===== config.mk =====
export PLATFORM = sky130hd
export DESIGN_NAME = ps2_rx_fifo
export DESIGN_NICKNAME = d
export VERILOG_FILES = /design/src/rtl/ps2_pkg.sv /design/src/rtl/sync_fifo.sv /design/src/rtl/ps2_rx_fifo.sv
export SDC_FILE = /design/constraint.sdc
export NUM_CORES = 1
export LEC_CHECK = 0
export ABC_AREA = 0
export BUFFER_PORTS_ARGS = -buffer_cell sky130_fd_sc_hd__buf_4
export CORE_UTILIZATION = 27
export CTS_CLUSTER_DIAMETER = 30
export DETAILED_ROUTE_END_ITERATION = 6
export SETUP_SLACK_MARGIN = 0.2
export SYNTH_ARGS = -nofsm -noshare
export SYNTH_HDL_FRONTEND = slang
export SYNTH_SLANG_ARGS = --single-unit

===== constraint.sdc =====
create_clock -name clk -period 6.65 [get_ports clk]
set_input_delay 1.33 -clock clk [delete_from_list [all_inputs] [get_ports clk]]
set_output_delay 1.33 -clock clk [all_outputs]
set_load 0.1 [all_outputs]

===== src/rtl/ps2_pkg.sv =====
// -----------------------------------------------------------------------------
// ps2_pkg
// Shared definitions for the PS/2 device-to-host receiver: receiver state
// encoding, frame length, default frame timeout and the odd-parity check.
// -----------------------------------------------------------------------------
package ps2_pkg;

    typedef enum logic [1:0] {
        ST_IDLE  = 2'd0,
        ST_SHIFT = 2'd1,
        ST_CHECK = 2'd2
    } ps2_state_t;

    // start + 8 data + parity + stop
    localparam int FRAME_BITS      = 11;
    // 200 us at 25 MHz
    localparam int DEFAULT_TIMEOUT = 5000;

    // Data bits plus the parity bit must hold an odd number of ones.
    function automatic logic odd_parity_ok(input logic [8:0] bits);
        return ^bits;
    endfunction

endpackage


===== src/rtl/sync_fifo.sv =====
// -----------------------------------------------------------------------------
// sync_fifo
// Single-clock circular FIFO with first-word fall-through head.
//
// Ports:
//   clk      in   system clock (rising edge)
//   rst      in   asynchronous reset, active-low
//   i_push   in   write request; taken when not full, or when full and a pop
//                 happens in the same cycle
//   i_data   in   write data
//   i_pop    in   read strobe; ignored while empty
//   o_head   out  oldest entry, 0 while empty
//   o_full   out  FIFO holds 2**DEPTH_LOG2 entries
//   o_empty  out  FIFO holds nothing
//   o_level  out  number of entries held
//   o_drop   out  a push was refused because the FIFO was full
// -----------------------------------------------------------------------------
module sync_fifo #(
    parameter int DATA_W     = 8,
    parameter int DEPTH_LOG2 = 4
) (
    input  logic                  clk,
    input  logic                  rst,
    input  logic                  i_push,
    input  logic [DATA_W-1:0]     i_data,
    input  logic                  i_pop,
    output logic [DATA_W-1:0]     o_head,
    output logic                  o_full,
    output logic                  o_empty,
    output logic [DEPTH_LOG2:0]   o_level,
    output logic                  o_drop
);

    localparam int DEPTH = 1 << DEPTH_LOG2;

    logic [DATA_W-1:0]     r_mem [DEPTH];
    logic [DEPTH_LOG2-1:0] r_wr_ptr;
    logic [DEPTH_LOG2-1:0] r_rd_ptr;
    logic [DEPTH_LOG2:0]   r_level;

    logic w_full;
    logic w_empty;
    logic w_pop;
    logic w_push;

    assign w_full  = (r_level == (DEPTH_LOG2+1)'(DEPTH));
    assign w_empty = (r_level == '0);
    assign w_pop   = i_pop & ~w_empty;
    // A full FIFO still accepts a write when the head leaves in the same cycle.
    assign w_push  = i_push & (~w_full | w_pop);

    always_ff @(posedge clk) begin
        if (w_push) begin
            r_mem[r_wr_ptr] <= i_data;
        end
    end

    always_ff @(posedge clk or negedge rst) begin
        if (!rst) begin
            r_wr_ptr <= '0;
            r_rd_ptr <= '0;
            r_level  <= '0;
        end else begin
            if (w_push) begin
                r_wr_ptr <= r_wr_ptr + 1'b1;
            end
            if (w_pop) begin
                r_rd_ptr <= r_rd_ptr + 1'b1;
            end
            case ({w_push, w_pop})
                2'b10:   r_level <= r_level + 1'b1;
                2'b01:   r_level <= r_level - 1'b1;
                default: r_level <= r_level;
            endcase
        end
    end

    assign o_head  = w_empty ? '0 : r_mem[r_rd_ptr];
    assign o_full  = w_full;
    assign o_empty = w_empty;
    assign o_level = r_level;
    assign o_drop  = i_push & ~w_push;

endmodule


===== src/rtl/ps2_rx_fifo.sv =====
// -----------------------------------------------------------------------------
// ps2_rx_fifo
// PS/2 device-to-host receiver: synchronises PS2C/PS2D, deframes 11-bit
// frames (start, d0..d7 LSB first, odd parity, stop), checks parity and stop
// bit and queues good bytes in a FIFO read by the I/O decoder.
//
// Ports:
//   clk      in   system clock (rising edge)
//   rst      in   asynchronous reset, active-low
//   ps2c     in   PS/2 clock, asynchronous to clk
//   ps2d     in   PS/2 data, asynchronous to clk
//   rd       in   pop strobe, one cycle per byte
//   clr_err  in   clears the sticky error flags
//   data     out  FIFO head byte (fall-through), 0 when empty
//   rdy      out  FIFO non-empty
//   level    out  bytes currently queued
//   ovf      out  sticky: good byte dropped because the FIFO was full
//   perr     out  sticky: parity error
//   ferr     out  sticky: stop bit was 0
// -----------------------------------------------------------------------------
module ps2_rx_fifo
    import ps2_pkg::*;
#(
    parameter int DEPTH_LOG2 = 4,
    parameter int TIMEOUT    = DEFAULT_TIMEOUT
) (
    input  logic                  clk,
    input  logic                  rst,
    input  logic                  ps2c,
    input  logic                  ps2d,
    input  logic                  rd,
    input  logic                  clr_err,
    output logic [7:0]            data,
    output logic                  rdy,
    output logic [DEPTH_LOG2:0]   level,
    output logic                  ovf,
    output logic                  perr,
    output logic                  ferr
);

    localparam int TW = $clog2(TIMEOUT + 1);
    localparam int BW = 4;

    logic r_c_s1, r_c_s2, r_c_prev;
    logic r_d_s1, r_d_s2;

    ps2_state_t r_state;
    ps2_state_t w_state_nxt;

    logic [9:0]    r_shift;
    logic [BW-1:0] r_bitcnt;
    logic [TW-1:0] r_timer;

    logic r_ovf, r_perr, r_ferr;

    logic w_fall;
    logic w_check;
    logic w_stop_ok;
    logic w_par_ok;
    logic w_push;
    logic w_drop;
    logic w_empty;
    logic w_full;

    // ---- synchronisers + edge detect (idle bus resets to 1) ----
    always_ff @(posedge clk or negedge rst) begin
        if (!rst) begin
            r_c_s1   <= 1'b1;
            r_c_s2   <= 1'b1;
            r_c_prev <= 1'b1;
            r_d_s1   <= 1'b1;
            r_d_s2   <= 1'b1;
        end else begin
            r_c_s1   <= ps2c;
            r_c_s2   <= r_c_s1;
            r_c_prev <= r_c_s2;
            r_d_s1   <= ps2d;
            r_d_s2   <= r_d_s1;
        end
    end

    // Data and clock have equal synchroniser depth, so r_d_s2 is the bit
    // that was on the wire when ps2c fell.
    assign w_fall = r_c_prev & ~r_c_s2;

    // ---- frame FSM ----
    always_ff @(posedge clk or negedge rst) begin
        if (!rst) begin
            r_state <= ST_IDLE;
        end else begin
            r_state <= w_state_nxt;
        end
    end

    always_comb begin
        w_state_nxt = r_state;
        w_check     = 1'b0;
        case (r_state)
            ST_IDLE: begin
                if (w_fall && !r_d_s2) begin
                    w_state_nxt = ST_SHIFT;
                end
            end
            ST_SHIFT: begin
                // Fall takes priority over an expiring timer.
                if (w_fall) begin
                    if (r_bitcnt == BW'(FRAME_BITS - 2)) begin
                        w_state_nxt = ST_CHECK;
                    end
                end else if (r_timer == TW'(TIMEOUT - 1)) begin
                    w_state_nxt = ST_IDLE;
                end
            end
            ST_CHECK: begin
                w_check     = 1'b1;
                w_state_nxt = ST_IDLE;
            end
            default: begin
                w_state_nxt = ST_IDLE;
            end
        endcase
    end

    always_ff @(posedge clk or negedge rst) begin
        if (!rst) begin
            r_bitcnt <= '0;
            r_timer  <= '0;
        end else begin
            case (r_state)
                ST_SHIFT: begin
                    if (w_fall) begin
                        r_bitcnt <= r_bitcnt + 1'b1;
                        r_timer  <= '0;
                    end else begin
                        r_timer  <= r_timer + 1'b1;
                    end
                end
                default: begin
                    r_bitcnt <= '0;
                    r_timer  <= '0;
                end
            endcase
        end
    end

    // Shift right so that after 10 bits: [7:0]=data, [8]=parity, [9]=stop.
    always_ff @(posedge clk) begin
        if (r_state == ST_SHIFT && w_fall) begin
            r_shift <= {r_d_s2, r_shift[9:1]};
        end
    end

    // ---- frame check + FIFO ----
    assign w_stop_ok = r_shift[9];
    assign w_par_ok  = odd_parity_ok(r_shift[8:0]);
    assign w_push    = w_check & w_stop_ok & w_par_ok;

    sync_fifo #(
        .DATA_W     (8),
        .DEPTH_LOG2 (DEPTH_LOG2)
    ) u_fifo (
        .clk     (clk),
        .rst     (rst),
        .i_push  (w_push),
        .i_data  (r_shift[7:0]),
        .i_pop   (rd),
        .o_head  (data),
        .o_full  (w_full),
        .o_empty (w_empty),
        .o_level (level),
        .o_drop  (w_drop)
    );

    // Sticky flags: a set in the same cycle as clr_err wins.
    always_ff @(posedge clk or negedge rst) begin
        if (!rst) begin
            r_ovf  <= 1'b0;
            r_perr <= 1'b0;
            r_ferr <= 1'b0;
        end else begin
            r_ovf  <= w_drop | (r_ovf & ~clr_err);
            r_perr <= (w_check & w_stop_ok & ~w_par_ok) | (r_perr & ~clr_err);
            r_ferr <= (w_check & ~w_stop_ok) | (r_ferr & ~clr_err);
        end
    end

    assign rdy  = ~w_empty;
    assign ovf  = r_ovf;
    assign perr = r_perr;
    assign ferr = r_ferr;

    // w_full is only needed inside the FIFO's accept logic.
    logic w_unused;
    assign w_unused = w_full;

endmodule


* Yosys cells after proc, flatten, opt, wreduce, memory -nomap -nowiden
Memories as Yosys holds them, arrays and structs flattened.
Index checks and enable logic that the tools add are counted.
** Storage, ports and cells
- Register bits :: 50
- Memory bits (writable) :: 128
- Output and inout port bits :: 17
- Logic and storage cells :: 77
- Memories kept :: 1
** Operators by class
- $add $sub $neg :: 6
- Eq/ne operators :: 11
- Multiplexer cells :: 14
- Bitwise gates (word level) :: 22
- Reductions and logical operators :: 8
** Memories
- u_fifo.r_mem :: depth 16, bits a word 8, read ports 1, clocked after memory_dff 0, wr ports 1, RTL line sync_fifo.sv:36 : logic [DATA_W-1:0] r_mem [DEPTH];
** Operators by type and width (number)
- 13-bit two-way mux :: 2
- 13-bit by 1-bit adder with 13-bit output (second input constant) :: 1
- 13-bit == test (second input constant) :: 1
- 4-bit by 1-bit adder with 4-bit output (second input constant) :: 3
- 1-bit AND :: 11
- 5-bit case mux with 2 select lines :: 1
- 9-bit XOR reduction :: 1
- 2-bit two-way mux :: 4
- 4-bit two-way mux :: 2
- 8-bit two-way mux :: 1
- 1-bit NOT :: 7
- 3-bit inequality test (second input constant) :: 2
- 5-bit by 1-bit adder with 5-bit output (second input constant) :: 1
- 5-bit == test (second input constant) :: 1
- 5-bit zero test :: 1
- 5-bit by 1-bit subtractor with 5-bit output (second input constant) :: 1
- 2-bit by 1-bit == test with 1-bit output (second input constant) :: 2
- 2-bit == test (second input constant) :: 2
- 4-bit == test (second input constant) :: 1
- 2-bit inequality test (second input constant) :: 2
- 1-bit OR :: 4
- 2-bit case mux with 2 select lines :: 1
- 1-bit two-way mux :: 3
- 3-bit AND reduction :: 1
- 4 further kinds :: 5

* Longest topological paths before layout
- Word-level depth :: 8
- Mapped depth :: 11
- Mapped depth without buffers :: 10

* Modules after synthesis
From an unflattened synthesis, not the netlist that was laid out.
** Unflattened totals
- Cells, all modules :: 430
- Area total of the unflattened synthesis :: 7378.3 µm²
** Modules (own cells, without submodules)
- sync_fifo :: times used 1, cells an instance 304, area an instance 5820.6 µm²
- ps2_rx_fifo :: times used 1, cells an instance 126, area an instance 1557.7 µm²

* Least setup slack after synthesis
Ideal clock, no wire load.
- Kind :: register -> output
- Start point :: reg u_fifo.r_level[1] (netlist: u_fifo.o_level[1])
- End point :: out data[0]
- Arrival time :: 2.961 ns
- Slack :: 2.359 ns
- Stages on the path, launching flop included :: 5
- Buffers on the path :: 1
- Cell sequence :: dfrtp_1 buf_2 or4_1 nor2_1 nor2b_1
** Between the ends
- Longest elaborated chain between the ends :: 2
** Ends and longest elaborated chain
- from (decl) :: RTL line sync_fifo.sv:39 : logic [DEPTH_LOG2:0] r_level;
- from (signal assigned) :: RTL line sync_fifo.sv:71 : 2'b10: r_level <= r_level + 1'b1;
- from (signal assigned) :: RTL line sync_fifo.sv:72 : 2'b01: r_level <= r_level - 1'b1;
- from (signal assigned) :: RTL line sync_fifo.sv:73 : default: r_level <= r_level;
- 5-bit zero test :: RTL line sync_fifo.sv:47 : assign w_empty = (r_level == '0);
- 8-bit two-way mux :: RTL line sync_fifo.sv:78 : assign o_head = w_empty ? '0 : r_mem[r_rd_ptr];
- to (decl) :: RTL line ps2_rx_fifo.sv:33 : output logic [7:0] data,
No other way between the ends.

* Worst setup path in the final report
- Start point :: reg u_fifo.r_rd_ptr[0]
- End point :: out data[6]
** Between the ends
- Longest elaborated chain between the ends :: 2
** Ends and longest elaborated chain
- from (decl) :: RTL line sync_fifo.sv:38 : logic [DEPTH_LOG2-1:0] r_rd_ptr;
- from (signal assigned) :: RTL line sync_fifo.sv:68 : r_rd_ptr <= r_rd_ptr + 1'b1;
- memory read 16 x 8 bit
- 8-bit two-way mux :: RTL line sync_fifo.sv:78
No other way between the ends.

==> results.yml <==
synth:
  ys_seq_area_share_pct: 69.32
  synth_compound_area_share_pct: 2.425
  yosys.area_share.simple_pct: 7.813
  async_flop_share_pct: 22.47
  synth_warnings: 0
  synth_edf_count: 138
  synth_mux_area_share_pct: 13.35
  synth_top_family_by_area: "multiplexers"
  mappedNetlistNets: 440
  ys.flop_type: "edfxtp_1"
  syn_inst: 424
  synth-xor-area-share_pct: 4.007
  synth_fa_ha_area_share_pct: 1.684
  syn_avg_cell_area_sq_um: 17.53
  netlist_area_sq_um: 7431
  yosysUniqueCellTypes: 52
  synth-seq-cells: 178
sta:
  worst_pin_slew_ns: 1.195
  hold_violations: 0
  fin_crit_sh_pct: 64.61
  final_max_slew_viol_count: 0
  clock.fmax_mhz: 232.7
  min_period_ns: 4.296
  rsz0062_at_grt: "false"
  setup_viol: 0
  final.setup.tns_ns: 0
  slew_headroom_pct: 20.02
  fin_skew_ns: 0.009417
grt:
  overflow: 0
  grt_use_total_pct: 10.84
  grt_pass1_vias: 3948
  grt_pass1_wl_mm: 22.95
  grt_max_degree: 41
  antenna_found_initial: 0
drt:
  wl_per_cell_um: 17.77
  drtIter0Drc: 410
  route.detailed.drc: 0
  drt.antenna.violating_nets: 0
  vias_per_cell: 4.717
  vias: 3807
  dr.pass1.iters: 5
  wl_mm: 14.34
clock_network:
  clock_latency_ns: 0.42
  cts_tree: "yes"
  path_clk_slew_ns: 0.06
  post_cts_buffers: 0
  hold_buffers: 0
  clock_path_buffers: 2
  cts_resized: 0
  cts.sinks: 178
  htree_levels: 4
  root_buffer: "clkbuf_16"
  cts_inserted_buffers: 17
placement:
  numPortBuffers: 22
  placed_area_sq_um: 8000
  place_congestion: 0.7729
  dp_hpwl_mm: 9.296
  dp_cells: 777
floorplanning:
  initial_core_util_pct: 27.57
  pin_count: 23
  die_y_um: 167.9
  rows: 60
  die_width_um: 167.9
  dieArea_sq_um: 28190
  coreArea_sq_um: 26950
cells_and_area:
  stdcell_count: 807
  fillCellCount: 2550
  mostFrequentLayoutCells: "138 x edfxtp_1, 40 x mux4_2, 33 x dfrtp_1"
  final_core_util_pct: 32.01
  layout_commonest_cell: "edfxtp_1"
  drive_above_1_share_pct: 24.03
  fin_nets: 471
  fin_area_sq_um: 8627
  antennaDiodeCount: 0
  syn2layout_area_growth_pct: 16.10
power:
  power-per-cell-area_nw_per_um2: 424.6
  p_leak_nw: 2.930
  irDropWorstVdd_uv: 130.8
hold_path:
  holdCritPathClass: "reg -> reg"
  hold_end: "r_c_s2"
  hold_depth: 0
  hp-start: "r_c_s1"
setup_path:
  critPathArrivalTime_ns: 2.97
  cp-end-kind: "output pin"
  critPathRequiredTime_ns: 5.32
  critPathLaunchType: "flop"
  regToRegStartpoint: "r_shift[2]"
  path_max_fanout: 28
  rrSetupSlack_ns: 3.07
  critPathKind: "reg -> out"
  reg2reg_to: "u_fifo.o_level[3]"
  r2r_cells: 9
flow_run:
  cap_violations: 0
outcome:
  status: "complete, no violations"
worst max-delay path by stage:
stage                  startpoint       to  slack, ns  depth (start not counted)
3_5_place_dp   u_fifo.r_rd_ptr[0]  data[6]       2.72                          5
3_3_place_gp   u_fifo.r_rd_ptr[0]  data[6]       2.78                          5
6_report       u_fifo.r_rd_ptr[0]  data[6]       2.35                          5
4_1_cts        u_fifo.r_rd_ptr[0]  data[6]       2.26                          5
2_1_floorplan   u_fifo.o_level[1]  data[0]       2.36                          4
5_1_grt        u_fifo.r_rd_ptr[0]  data[6]       2.17                          5
flip-flops by register name, summed over array words and instances, names as in the netlist:
signal and cells:
ferr 1, ovf 1, perr 1, r_bitcnt 4, r_c_prev 1, r_c_s1 1
r_c_s2 1, r_d_s1 1, r_d_s2 1, r_shift 10, r_state 2, r_timer 13
u_fifo.o_level 5, u_fifo.r_mem 128, u_fifo.r_rd_ptr 4, u_fifo.r_wr_ptr 4
per-stage QoR:
stage               hold WS [ns]  power, mW  setup WS [ns]
global route              0.3650      3.813          2.170
CTS                       0.3568      3.697          2.263
global placement          0.3459      2.620          2.780
finish                    0.3555      3.663          2.354
floorplan                 0.3452      2.397          2.359
detailed placement        0.3472      2.638          2.718
critical path, cell delays in order (launching register included):
cell and delay [ns]:
dfrtp_2 0.48, buf_4 0.51, mux4_2 0.59, mux4_2 0.49
nor2b_1 0.16, buf_4 0.29
per-layer routing:
metal | up-vias | part of all wire, % | routed length, um | GRT usage, %
met5 | - | 0 | 0 | 0
met4 | 0 | 1.4 | 195 | 3.111
met3 | 16 | 4.9 | 702 | 2.656
met2 | 97 | 48 | 6850 | 17.07
met1 | 1986 | 46 | 6595 | 14.84
li1 | 1708 | - | - | -
power breakdown:
group	switching (mW)	total, mW	leakage [nW]	internal (mW)
clock	0.427	1.06	0.299	0.634
sequential	0.159	1.41	1.75	1.25
combinational	0.746	1.19	0.883	0.443
synth_stat cells, drive strengths merged, types with 3 or more instances:
cell type,count,area (sq um)
ha,10,125.1
nand2,17,63.81
edfxtp,138,4144
or3,3,18.77
xnor2,14,122.6
mux4,40,900.9
clkbuf,7,26.28
buf,8,36.28
nand2b,4,25.02
a21oi,5,25.02
nor2,28,105.1
dfstp,5,131.4
and2,9,56.30
inv,11,41.29
xor2,12,105.1
mux2i,3,46.29
nand3,9,45.04
mux2,4,45.04
dfrtp,35,875.8
and3,4,25.02
o21ai,6,41.29
nor2b,11,68.82
nor4,11,68.82
nor3b,3,22.52
cells by family (layout without fill, tap and decap cells):
kind of cell             Yosys count  after routing
XOR/XNOR                          29             29
multiplexers                      47             47
buffers and inverters             26             68
AND/OR/NAND/NOR                  110            110
flip-flops                       178            178
AO/OA/AOI/OAI                     24             24
adder cells (fa/ha/maj)           10             10
final cells by class:
cell class / instances / area, sq um / share of cell area [%]
Sequential cell: 178 / 5154 / 59.74
Multi-Input combinational cell: 220 / 2176 / 25.22
Tap cell: 341 / 426.7 / 4.946
Clock buffer: 17 / 425.4 / 4.931
Timing Repair Buffer: 27 / 202.7 / 2.350
Clock inverter: 13 / 201.4 / 2.335
Inverter: 11 / 41.29 / 0.4786
(Power assumes the default switching activity.)
